**src/rtl/sram_b_reader_pkg.sv**
```systemverilog
// Shared constants, FSM encoding and address helper for the SRAM_B read sequencer.
package sram_b_reader_pkg;

    localparam int SRAM_B_DEPTH  = 56;
    localparam int SRAM_B_DATA_W = 129;
    localparam int SRAM_B_ADDR_W = 6;

    localparam logic [SRAM_B_ADDR_W-1:0] SRAM_B_LAST_ADDR = 6'd55;

    typedef logic [1:0] rd_state_t;

    localparam rd_state_t ST_IDLE  = 2'd0;
    localparam rd_state_t ST_RUN   = 2'd1;
    localparam rd_state_t ST_DRAIN = 2'd2;
    localparam rd_state_t ST_DONE  = 2'd3;

    // Address increment that wraps at the physical depth, not at 2^ADDR_W.
    function automatic logic [SRAM_B_ADDR_W-1:0] sram_b_addr_inc(input logic [SRAM_B_ADDR_W-1:0] addr);
        logic [SRAM_B_ADDR_W-1:0] nxt;
        if (addr == SRAM_B_LAST_ADDR) begin
            nxt = 6'd0;
        end else begin
            nxt = addr + 6'd1;
        end
        return nxt;
    endfunction

endpackage

```
**src/rtl/sram_b_rd_fifo.sv**
```systemverilog
// Two-entry head/tail FIFO; the head register feeds the stream output directly.
module sram_b_rd_fifo #(
    parameter int W = 130
) (
    input  logic         clk,
    input  logic         rst,
    input  logic         push,
    input  logic [W-1:0] push_data,
    input  logic         pop,
    output logic [W-1:0] head,
    output logic         head_valid,
    output logic [1:0]   count
);

    logic [W-1:0] head_r;
    logic [W-1:0] tail_r;
    logic [1:0]   count_r;
    logic         valid_r;

    logic [W-1:0] head_next_s;
    logic [W-1:0] tail_next_s;
    logic [1:0]   count_next_s;

    // Next-state computation for push, pop and simultaneous push+pop.
    always_comb begin
        head_next_s  = head_r;
        tail_next_s  = tail_r;
        count_next_s = count_r;
        case ({push, pop})
            2'b10: begin
                if (count_r == 2'd0) begin
                    head_next_s  = push_data;
                    count_next_s = 2'd1;
                end else if (count_r == 2'd1) begin
                    tail_next_s  = push_data;
                    count_next_s = 2'd2;
                end else begin
                    count_next_s = count_r;
                end
            end
            2'b01: begin
                if (count_r == 2'd0) begin
                    count_next_s = 2'd0;
                end else begin
                    head_next_s  = tail_r;
                    count_next_s = count_r - 2'd1;
                end
            end
            2'b11: begin
                if (count_r == 2'd2) begin
                    head_next_s = tail_r;
                    tail_next_s = push_data;
                end else begin
                    head_next_s  = push_data;
                    count_next_s = 2'd1;
                end
            end
            default: begin
                count_next_s = count_r;
            end
        endcase
        // Empty FIFO presents an all-zero head so stale words never linger on the bus.
        if (count_next_s == 2'd0) begin
            head_next_s = '0;
        end else begin
            head_next_s = head_next_s;
        end
    end

    // Storage and occupancy registers.
    always_ff @(posedge clk) begin
        if (rst) begin
            head_r  <= '0;
            tail_r  <= '0;
            count_r <= 2'd0;
            valid_r <= 1'b0;
        end else begin
            head_r  <= head_next_s;
            tail_r  <= tail_next_s;
            count_r <= count_next_s;
            valid_r <= (count_next_s != 2'd0);
        end
    end

    assign head       = head_r;
    assign head_valid = valid_r;
    assign count      = count_r;

endmodule

```
**src/rtl/sram_b_reader.sv**
```systemverilog
// SRAM_B read sequencer: walks an address range, hides the one-cycle read latency,
// and streams words downstream over valid/ready without loss or duplication.
module sram_b_reader
    import sram_b_reader_pkg::*;
(
    input  logic                     clk,
    input  logic                     rst,
    input  logic                     start,
    input  logic [SRAM_B_ADDR_W-1:0] base_addr,
    input  logic [SRAM_B_ADDR_W-1:0] len,
    output logic                     busy,
    output logic                     done,
    output logic [SRAM_B_ADDR_W-1:0] sram_addr,
    input  logic [SRAM_B_DATA_W-1:0] sram_dout,
    output logic                     out_valid,
    input  logic                     out_ready,
    output logic [SRAM_B_DATA_W-1:0] out_data,
    output logic                     out_last
);

    rd_state_t state_r;
    rd_state_t state_next_s;

    logic [SRAM_B_ADDR_W-1:0] rd_addr_r;
    logic [SRAM_B_ADDR_W-1:0] hold_addr_r;
    logic [SRAM_B_ADDR_W-1:0] len_r;
    logic [SRAM_B_ADDR_W-1:0] issued_r;
    logic                     inflight_r;
    logic                     inflight_last_r;
    logic                     busy_r;
    logic                     done_r;

    logic                     pop_s;
    logic                     issue_s;
    logic                     last_issue_s;
    logic                     cmd_load_s;
    logic [2:0]               occupancy_s;
    logic [1:0]               fifo_count_s;
    logic                     fifo_valid_s;
    logic [SRAM_B_DATA_W:0]   fifo_head_s;

    // Credit check: words buffered plus in flight, after this cycle's pop, must stay below two.
    always_comb begin
        pop_s        = fifo_valid_s & out_ready;
        occupancy_s  = {1'b0, fifo_count_s} + {2'b00, inflight_r} - {2'b00, pop_s};
        last_issue_s = (issued_r == (len_r - 6'd1));
        cmd_load_s   = (state_r == ST_IDLE) && start && (len != 6'd0);
        if ((state_r == ST_RUN) && (issued_r < len_r) && (occupancy_s < 3'd2)) begin
            issue_s = 1'b1;
        end else begin
            issue_s = 1'b0;
        end
        if (issue_s) begin
            sram_addr = rd_addr_r;
        end else begin
            sram_addr = hold_addr_r;
        end
    end

    // Command FSM.
    always_comb begin
        state_next_s = state_r;
        case (state_r)
            ST_IDLE: begin
                if (start && (len != 6'd0)) begin
                    state_next_s = ST_RUN;
                end else if (start) begin
                    state_next_s = ST_DONE;
                end else begin
                    state_next_s = ST_IDLE;
                end
            end
            ST_RUN: begin
                if (issue_s && last_issue_s) begin
                    state_next_s = ST_DRAIN;
                end else begin
                    state_next_s = ST_RUN;
                end
            end
            ST_DRAIN: begin
                if (pop_s && fifo_head_s[SRAM_B_DATA_W]) begin
                    state_next_s = ST_DONE;
                end else begin
                    state_next_s = ST_DRAIN;
                end
            end
            ST_DONE: begin
                state_next_s = ST_IDLE;
            end
            default: begin
                state_next_s = ST_IDLE;
            end
        endcase
    end

    // State, address walk, issue bookkeeping and status outputs.
    always_ff @(posedge clk) begin
        if (rst) begin
            state_r         <= ST_IDLE;
            rd_addr_r       <= 6'd0;
            hold_addr_r     <= 6'd0;
            len_r           <= 6'd0;
            issued_r        <= 6'd0;
            inflight_r      <= 1'b0;
            inflight_last_r <= 1'b0;
            busy_r          <= 1'b0;
            done_r          <= 1'b0;
        end else begin
            state_r         <= state_next_s;
            busy_r          <= (state_next_s != ST_IDLE);
            done_r          <= (state_next_s == ST_DONE);
            inflight_r      <= issue_s;
            inflight_last_r <= issue_s && last_issue_s;
            if (cmd_load_s) begin
                rd_addr_r <= base_addr;
                len_r     <= len;
                issued_r  <= 6'd0;
            end else if (issue_s) begin
                rd_addr_r   <= sram_b_addr_inc(rd_addr_r);
                issued_r    <= issued_r + 6'd1;
                hold_addr_r <= rd_addr_r;
            end else begin
                rd_addr_r <= rd_addr_r;
            end
        end
    end

    // The last-word marker travels alongside the data through the buffer.
    sram_b_rd_fifo #(
        .W (SRAM_B_DATA_W + 1)
    ) u_fifo (
        .clk        (clk),
        .rst        (rst),
        .push       (inflight_r),
        .push_data  ({inflight_last_r, sram_dout}),
        .pop        (pop_s),
        .head       (fifo_head_s),
        .head_valid (fifo_valid_s),
        .count      (fifo_count_s)
    );

    assign busy      = busy_r;
    assign done      = done_r;
    assign out_valid = fifo_valid_s;
    assign out_data  = fifo_head_s[SRAM_B_DATA_W-1:0];
    assign out_last  = fifo_head_s[SRAM_B_DATA_W];

endmodule

```
**config.mk**
```make
export PLATFORM = sky130hd
export DESIGN_NAME = sram_b_reader
export DESIGN_NICKNAME = d
export VERILOG_FILES = /design/src/rtl/sram_b_reader_pkg.sv /design/src/rtl/sram_b_rd_fifo.sv /design/src/rtl/sram_b_reader.sv
export SDC_FILE = /design/constraint.sdc
export NUM_CORES = 1
export LEC_CHECK = 0
export ABC_CLOCK_PERIOD_IN_PS = 6400
export CORE_ASPECT_RATIO = 1.2
export CORE_UTILIZATION = 45
export CTS_CLUSTER_DIAMETER = 30
export CTS_CLUSTER_SIZE = 28
export DETAILED_ROUTE_END_ITERATION = 16
export GPL_TIMING_DRIVEN = 0
export MAX_ROUTING_LAYER = met4
export PLACE_DENSITY = 0.74
export SLEW_MARGIN = 20
export SYNTH_ARGS = -nofsm -noshare
export SYNTH_HDL_FRONTEND = slang
export SYNTH_HIERARCHICAL = 1
export SYNTH_SLANG_ARGS = --single-unit
```
**constraint.sdc**
```tcl
create_clock -name clk -period 6.4 [get_ports clk]
set_clock_uncertainty 0.05 [all_clocks]
set_input_delay 0.96 -clock clk [delete_from_list [all_inputs] [get_ports clk]]
set_output_delay 0.96 -clock clk [all_outputs]
set_load 0.02 [all_outputs]
```
==> results of run 1 <==
[cell type report]
cell class	instances	area (um^2)	share of cell area [%]
repair buffers	282	2820	17.5
diodes	1	2.50	0.0155
plain buffers	112	546	3.39
inverters	17	63.8	0.396
clock inverters	29	335	2.08
multi-input cells	826	4650	28.9
well taps	320	400	2.49
flip-flops and latches	293	5870	36.4
clock buffers	64	1420	8.80
[cell usage after synthesis, types with 5 or more instances]
cell	count	area, um^2
nand2_1	281	1050
o21ai_0	11	55.1
a21oi_1	152	761
buf_6	9	101
o31ai_1	6	45.0
ha_1	16	200
xnor2_1	7	61.3
buf_2	37	185
nand2b_1	5	31.3
a222oi_1	130	1300
nand3_1	12	60.1
buf_1	10	37.5
o211ai_1	5	37.5
clkbuf_1	53	199
dfxtp_1	293	5870
inv_1	16	60.1
nor2_1	140	526
[logic make-up (layout without fill, tap and decap cells)]
group,count (synthesis),after routing,synth area share (%)
buffers and inverters,129,504,5.48
DFF,293,293,52.7
xor gates and xnor gates,9,9,0.708
other,0,1,0
adders and majority gates,17,17,1.98
and+or+nand+nor,468,468,17.0
muxes,3,3,0.495
AOI/OAI and AO/OA,329,329,21.7
[power by group through the flow]
stage / combinational [mW] / clock [mW] / sequential, mW
6_report: 0.358 / 2.71 / 1.85
5_1_grt: 0.382 / 2.83 / 1.85
4_1_cts: 0.355 / 2.74 / 1.85
3_5_place_dp: 0.352 / 0 / 1.89
3_3_place_gp: 0.351 / 0 / 1.89
2_1_floorplan: 0.166 / 0 / 1.89
[state kept, by name, summed over array words and instances (netlist names)]
name,flops
u_fifo/head,130
u_fifo/tail_r,130
hold_addr_r,6
issued_r,6
len_r,6
rd_addr_r,6
state_r,2
u_fifo/count,2
busy,1
done,1
inflight_last_r,1
inflight_r,1
u_fifo/head_valid,1
[tightest hold or removal path, cell delays in order, from the launching register on]
cell	delay, ns
dfxtp_1	0.30
nand2_1	0.05
a21oi_1	0.05
[path summary, 6_finish.rpt]
check / slack (ns) / start / depth (start not counted) / end
worst min-delay path: 0.40 / u_fifo/tail_r[89] / 2 / u_fifo/tail_r[89]
worst max register to register: 3.50 / u_fifo/head_valid / 10 / issued_r[4]
worst max-delay path: 0.99 / out_ready / 12 / sram_addr[3]
worst min register to register: 0.40 / u_fifo/tail_r[89] / 2 / u_fifo/tail_r[89]
[per-layer routing]
metal | GRT usage, % | vias up
met5 | - | -
met2 | 44.4 | 504
li1 | - | 5192
met1 | 31.9 | 5193
met4 | 11.7 | 0
met3 | 5.14 | 78
[metrics by stage]
| stage | power (mW) | hold WS [ns] |
|---|---|---|
| final | 4.92 | 0.403 |
| after global routing | 5.07 | 0.417 |
| after CTS | 4.94 | 0.403 |
| after detailed placement | 2.24 | 0.396 |
| after global placement | 2.24 | 0.390 |
| after floorplan | 2.06 | 0.381 |
==> results.ini, run 1 <==
[pwr]
switchingPower_mw = 1.14
max-vdd-ir-drop_mv = 0.200
p_per_area_nw_per_um2 = 305
p_comb_share_pct = 7.3
seqPwrFrac_pct = 37.7
leakage_nw = 5.46
clkPwrFrac_pct = 55.0
p_int_mw = 3.78
p_sw_share_pct = 23.2

[setup_path]
slowest_stage = clkdlybuf4s50_1
crit_path_end_kind = primary output
cp_common_cell = clkdlybuf4s50_1
slowest_delay_ns = 0.60
path_cells = clkdlybuf4s50_1 -> and2_1 -> ha_1 -> nand2b_1 -> fa_1 -> nor3b_2 -> and3_1 -> clkbuf_1 -> buf_4 -> nand3_1 -> nand2_1 -> clkdlybuf4s50_1
worst-path-buf-inv = 4
worstPathRequired_ns = 5.39
crit_arrival_ns = 4.40
path_delay_family = buffers and inverters
cp-start-kind = input pin
crit_type = in2out
crit_fanout = 10

[layout]
fin_area_um2 = 16100
area_delta_synth_final_pct = 44.7
final_cell_mix = 293 x dfxtp_1, 282 x clkdlybuf4s50_1, 281 x nand2_1
final_cell_count_no_fill = 1944
drive_gt1_share_pct = 9.00
num-nets-final = 1745
final.fill_count = 1920
layout_commonest_cell = dfxtp_1
final_util_pct = 66.8

[grt]
gr-total-overflow = 0
grt_pass1_wl_mm = 54.1
antenna_found_initial = 1
grt_pass1_vias = 10600
grt_max_degree = 13
groute.usage.overall_pct = 26.9

[placed_design]
dp_cells = 1850
postPlaceCellArea_um2 = 14400
hpwlAfterDp_mm = 23.2
dp_worst_setup_slack_ns = 1.02
place.gp.congestion = 0.852
io_buffer_count = 282

[yosys]
synthesis.nets = 1410
synth.distinct_cells = 53
postSynth.asyncResetShare_pct = 0
seq_area_frac_synth_pct = 52.7
avgSynthCellArea_um2 = 8.92
synthCells = 1248
yosysWarnings = 6
synth-seq-cells = 293
yosys_most_used_dff = dfxtp_1
synth_area_um2 = 11100
synth-edff-count = 0

[timing]
slew_headroom_pct = 46.6
max_freq_mhz = 185
slew_viol_final = 0
setup_viol = 0
fin_ws_ns = 0.986
worstMarginPinSlew_ns = 0.794
fin_setup_tns_ns = 0
layout_min_cycle_time_ns = 5.41
hold_viol = 0
period_share_pct = 84.6
rsz0062_at_grt = no

[cts]
hold_buffers = 0
clk_pin_slew_worst_paths_ns = 0.05
post_cts_buffers = 0
cts_tree = done
htree_levels = 2
cts_sinks = 293
cts-root-buf = clkbuf_16
clk_path_buf_depth = 3
cts_resized = 0
clk_latency_ns = 0.53
cts_buffers = 51

[drt]
dr_wl_met2_mm = 16.6
drtPass1Iterations = 6
ant_nets = 0
post_drt_wl_per_cell_um = 17.7
initialDrtViolationCount = 1060
vias_per_cell = 5.64
drc_errors = 0
vias = 11000
wl_met1_mm = 14.2
route.met3.wl_mm = 2.52
highest_layer = met4
wirelength_mm = 34.5

[floorplan]
dieArea_um2 = 25400
coreArea_um2 = 24100
die_h_um = 174
boundaryPins = 284
die_w_um = 146
core.rowCount = 62
initial_utilization_pct = 46.1

[worst_hold_path]
min_path_type = reg2reg

[run]
max_cap_viol_count = 0

[status]
status = finished, final reports clean

Power figures use the tool's default switching activity.
==> inputs of run 2 (changes only) <==
--- a/config.mk
+++ b/config.mk
@@ -5,15 +5,15 @@
 export SDC_FILE = /design/constraint.sdc
 export NUM_CORES = 1
 export LEC_CHECK = 0
-export ABC_CLOCK_PERIOD_IN_PS = 6400
+export ABC_CLOCK_PERIOD_IN_PS = 4400
 export CORE_ASPECT_RATIO = 1.2
-export CORE_UTILIZATION = 45
+export CORE_UTILIZATION = 44
 export CTS_CLUSTER_DIAMETER = 30
 export CTS_CLUSTER_SIZE = 28
 export DETAILED_ROUTE_END_ITERATION = 16
 export GPL_TIMING_DRIVEN = 0
 export MAX_ROUTING_LAYER = met4
-export PLACE_DENSITY = 0.74
+export PLACE_DENSITY = 0.76
 export SLEW_MARGIN = 20
 export SYNTH_ARGS = -nofsm -noshare
 export SYNTH_HDL_FRONTEND = slang
==> constraint.sdc (replaced) <==
create_clock -name clk -period 4.4 [get_ports clk]
set_clock_uncertainty 0.05 [all_clocks]
set_input_delay 0.66 -clock clk [delete_from_list [all_inputs] [get_ports clk]]
set_output_delay 0.66 -clock clk [all_outputs]
set_load 0.02 [all_outputs]
==> results.ini, run 2 (synthesized netlist as in run 1, its figures left out) <==
[setup_path]
slowest_delay_ns = 0.52  ; -0.08 ns
path_delay_family = simple AND/OR/NAND/NOR gates
cp-start-kind = input pin
path_cells = clkdlybuf4s50_1 -> and2_4 -> ha_1 -> nand2b_1 -> fa_1 -> nor3b_2 -> and3_2 -> buf_4 -> nand3_1 -> nand2_1 -> dlygate4sd2_1
crit_path_end_kind = primary output
crit_fanout = 10  ; unchanged
worstPathRequired_ns = 3.69  ; -1.70 ns
slowest_stage = fa_1
cp.depth = 11  ; -1
r2r_cells = 9  ; -1
worst-path-buf-inv = 3  ; -1
crit_arrival_ns = 3.46  ; -0.94 ns
crit_type = in2out

[pwr]
switchingPower_mw = 1.58  ; +38%
p_sw_share_pct = 23.7  ; +0.44 points
p_per_area_nw_per_um2 = 422  ; +38%
p_comb_share_pct = 7.8  ; +0.5 points
finalPower_mw = 6.68  ; +36%
max-vdd-ir-drop_mv = 0.324  ; +62%
p_int_mw = 5.10  ; +35%
seqPwrFrac_pct = 40.4  ; +2.7 points
leakage_nw = 5.39  ; -1.3%
clkPwrFrac_pct = 51.9  ; -3.1 points

[timing]
worstMarginPinSlew_ns = 0.819  ; +0.0249 ns
setup_viol = 0  ; unchanged
layout_min_cycle_time_ns = 4.17
fin_setup_tns_ns = 0  ; unchanged
rsz0062_at_grt = no
max_freq_mhz = 240
hold_viol = 0  ; unchanged
period_share_pct = 94.8
fin_ws_ns = 0.231  ; -0.756 ns
slew_viol_final = 0  ; unchanged
slew_headroom_pct = 44.9  ; -1.7 points

[cts]
cts_buffers = 45  ; -12%
clk_latency_ns = 0.53  ; about the same
htree_levels = 2  ; unchanged
clk_path_buf_depth = 3  ; unchanged
cts_sinks = 293  ; unchanged
cts-root-buf = clkbuf_16
clk_pin_slew_worst_paths_ns = 0.05  ; about the same
post_cts_buffers = 0  ; unchanged
hold_buffers = 0  ; unchanged
cts_tree = done

[floorplan]
initial_utilization_pct = 45.0  ; -1.2 points
boundaryPins = 284  ; unchanged
core.rowCount = 63  ; +1.6%
coreArea_um2 = 24800  ; +2.6%
die_w_um = 147  ; +1.1%
die_h_um = 176  ; +1.1%
dieArea_um2 = 25900  ; +2.2%

[grt]
grt_pass1_wl_mm = 53.1  ; -1.8%
grt_pass1_vias = 10600  ; -0.057%
grt_max_degree = 12  ; -1
gr-total-overflow = 0  ; unchanged
antenna_found_initial = 1  ; unchanged
groute.usage.overall_pct = 26.0  ; -0.88 points

[drt]
vias_per_cell = 5.61  ; -0.56%
wirelength_mm = 34.0  ; -1.4%
drc_errors = 0  ; unchanged
drtPass1Iterations = 8  ; +2
initialDrtViolationCount = 1073  ; +1.2%
ant_nets = 0  ; unchanged
post_drt_wl_per_cell_um = 17.6  ; -1.0%
vias = 10900  ; -0.97%

[run]
max_cap_viol_count = 0  ; unchanged

[layout]
area_delta_synth_final_pct = 42.4
final_cell_mix = 293 x dfxtp_1, 281 x nand2_1, 276 x clkdlybuf4s50_1
num-nets-final = 1737  ; -0.46%
drive_gt1_share_pct = 8.70  ; -0.30 points
layout_commonest_cell = dfxtp_1
final.fill_count = 2050  ; +6.8%

[placed_design]
io_buffer_count = 282  ; unchanged
place.gp.congestion = 0.874  ; +2.6%
hpwlAfterDp_mm = 23.1  ; -0.31%
dp_worst_setup_slack_ns = -0.422  ; -1.44 ns

[status]
status = finished, final reports clean

[worst_hold_path]
min_path_type = reg2reg
holdPathStages = 2  ; unchanged

## run 2: final cells by class
| type | instances | area [um^2] | area share (%) |
|---|---|---|---|
| Buffer | 110 | 538 | 3.40 |
| Timing Repair Buffer | 282 | 2820 | 17.8 |
| Clock buffer | 53 | 1200 | 7.55 |
| Multi-Input combinational cell | 826 | 4660 | 29.4 |
| Antenna cell | 1 | 2.50 | 0.0158 |
| Tap cell | 325 | 407 | 2.57 |
| Inverter | 17 | 63.8 | 0.403 |
| Clock inverter | 29 | 293 | 1.85 |
| Sequential cell | 293 | 5870 | 37.0 |
## run 2: path summary, 6_finish.rpt
kind                   endpoint              start  slack [ns]
min reg2reg  u_fifo/tail_r[129]    inflight_last_r        0.40
min          u_fifo/tail_r[129]    inflight_last_r        0.40
max                sram_addr[3]          out_ready        0.23
max reg2reg         issued_r[4]  u_fifo/head_valid        1.68
## run 2: stage by stage
stage / instance area (um^2) / std cells / util (%) / hold WS (ns)
CTS: 15800 / 1936 / 64.0 / 0.405
floorplan: 11100 / 1248 / - / 0.381
global route: 15800 / 1936 / 64.0 / 0.416
global placement: 14400 / 1855 / 58.0 / 0.391
finish: 15800 / 1936 / 64.0 / 0.400
detailed placement: 14400 / 1855 / 58.0 / 0.396
## run 2: power groups by stage
stage / logic [mW] / registers (mW) / clock network (mW)
floorplan: 0.241 / 2.75 / 0
global placement: 0.509 / 2.75 / 0
detailed placement: 0.513 / 2.75 / 0
CTS: 0.515 / 2.69 / 3.51
global route: 0.559 / 2.70 / 3.65
finish: 0.518 / 2.70 / 3.46
## run 2: what timing repair did
item                                    in CTS  in global routing
cloned                                       0                  0
resized for setup                           11                  1
endpoints found under the setup margin       6                  1
## run 2: metal layers
layer  vias to the layer above  wire, um  global-route usage (%)
li1                       5172         -                       -
met1                      5131     13700                    30.7
met2                       477     16400                    43.2
met3                        81      2750                    5.06
met4                         0      1150                    11.0
met5                         -         0                       -
## run 2: worst reg2reg max path, delay by kind of cell, from the launching register on
kind	cells	cell delay (ns)
adders and majority gates	2	0.81
DFF	1	0.31
and+or+nand+nor	5	1.16
AOI/OAI and AO/OA	1	0.14
buffers and inverters	1	0.18
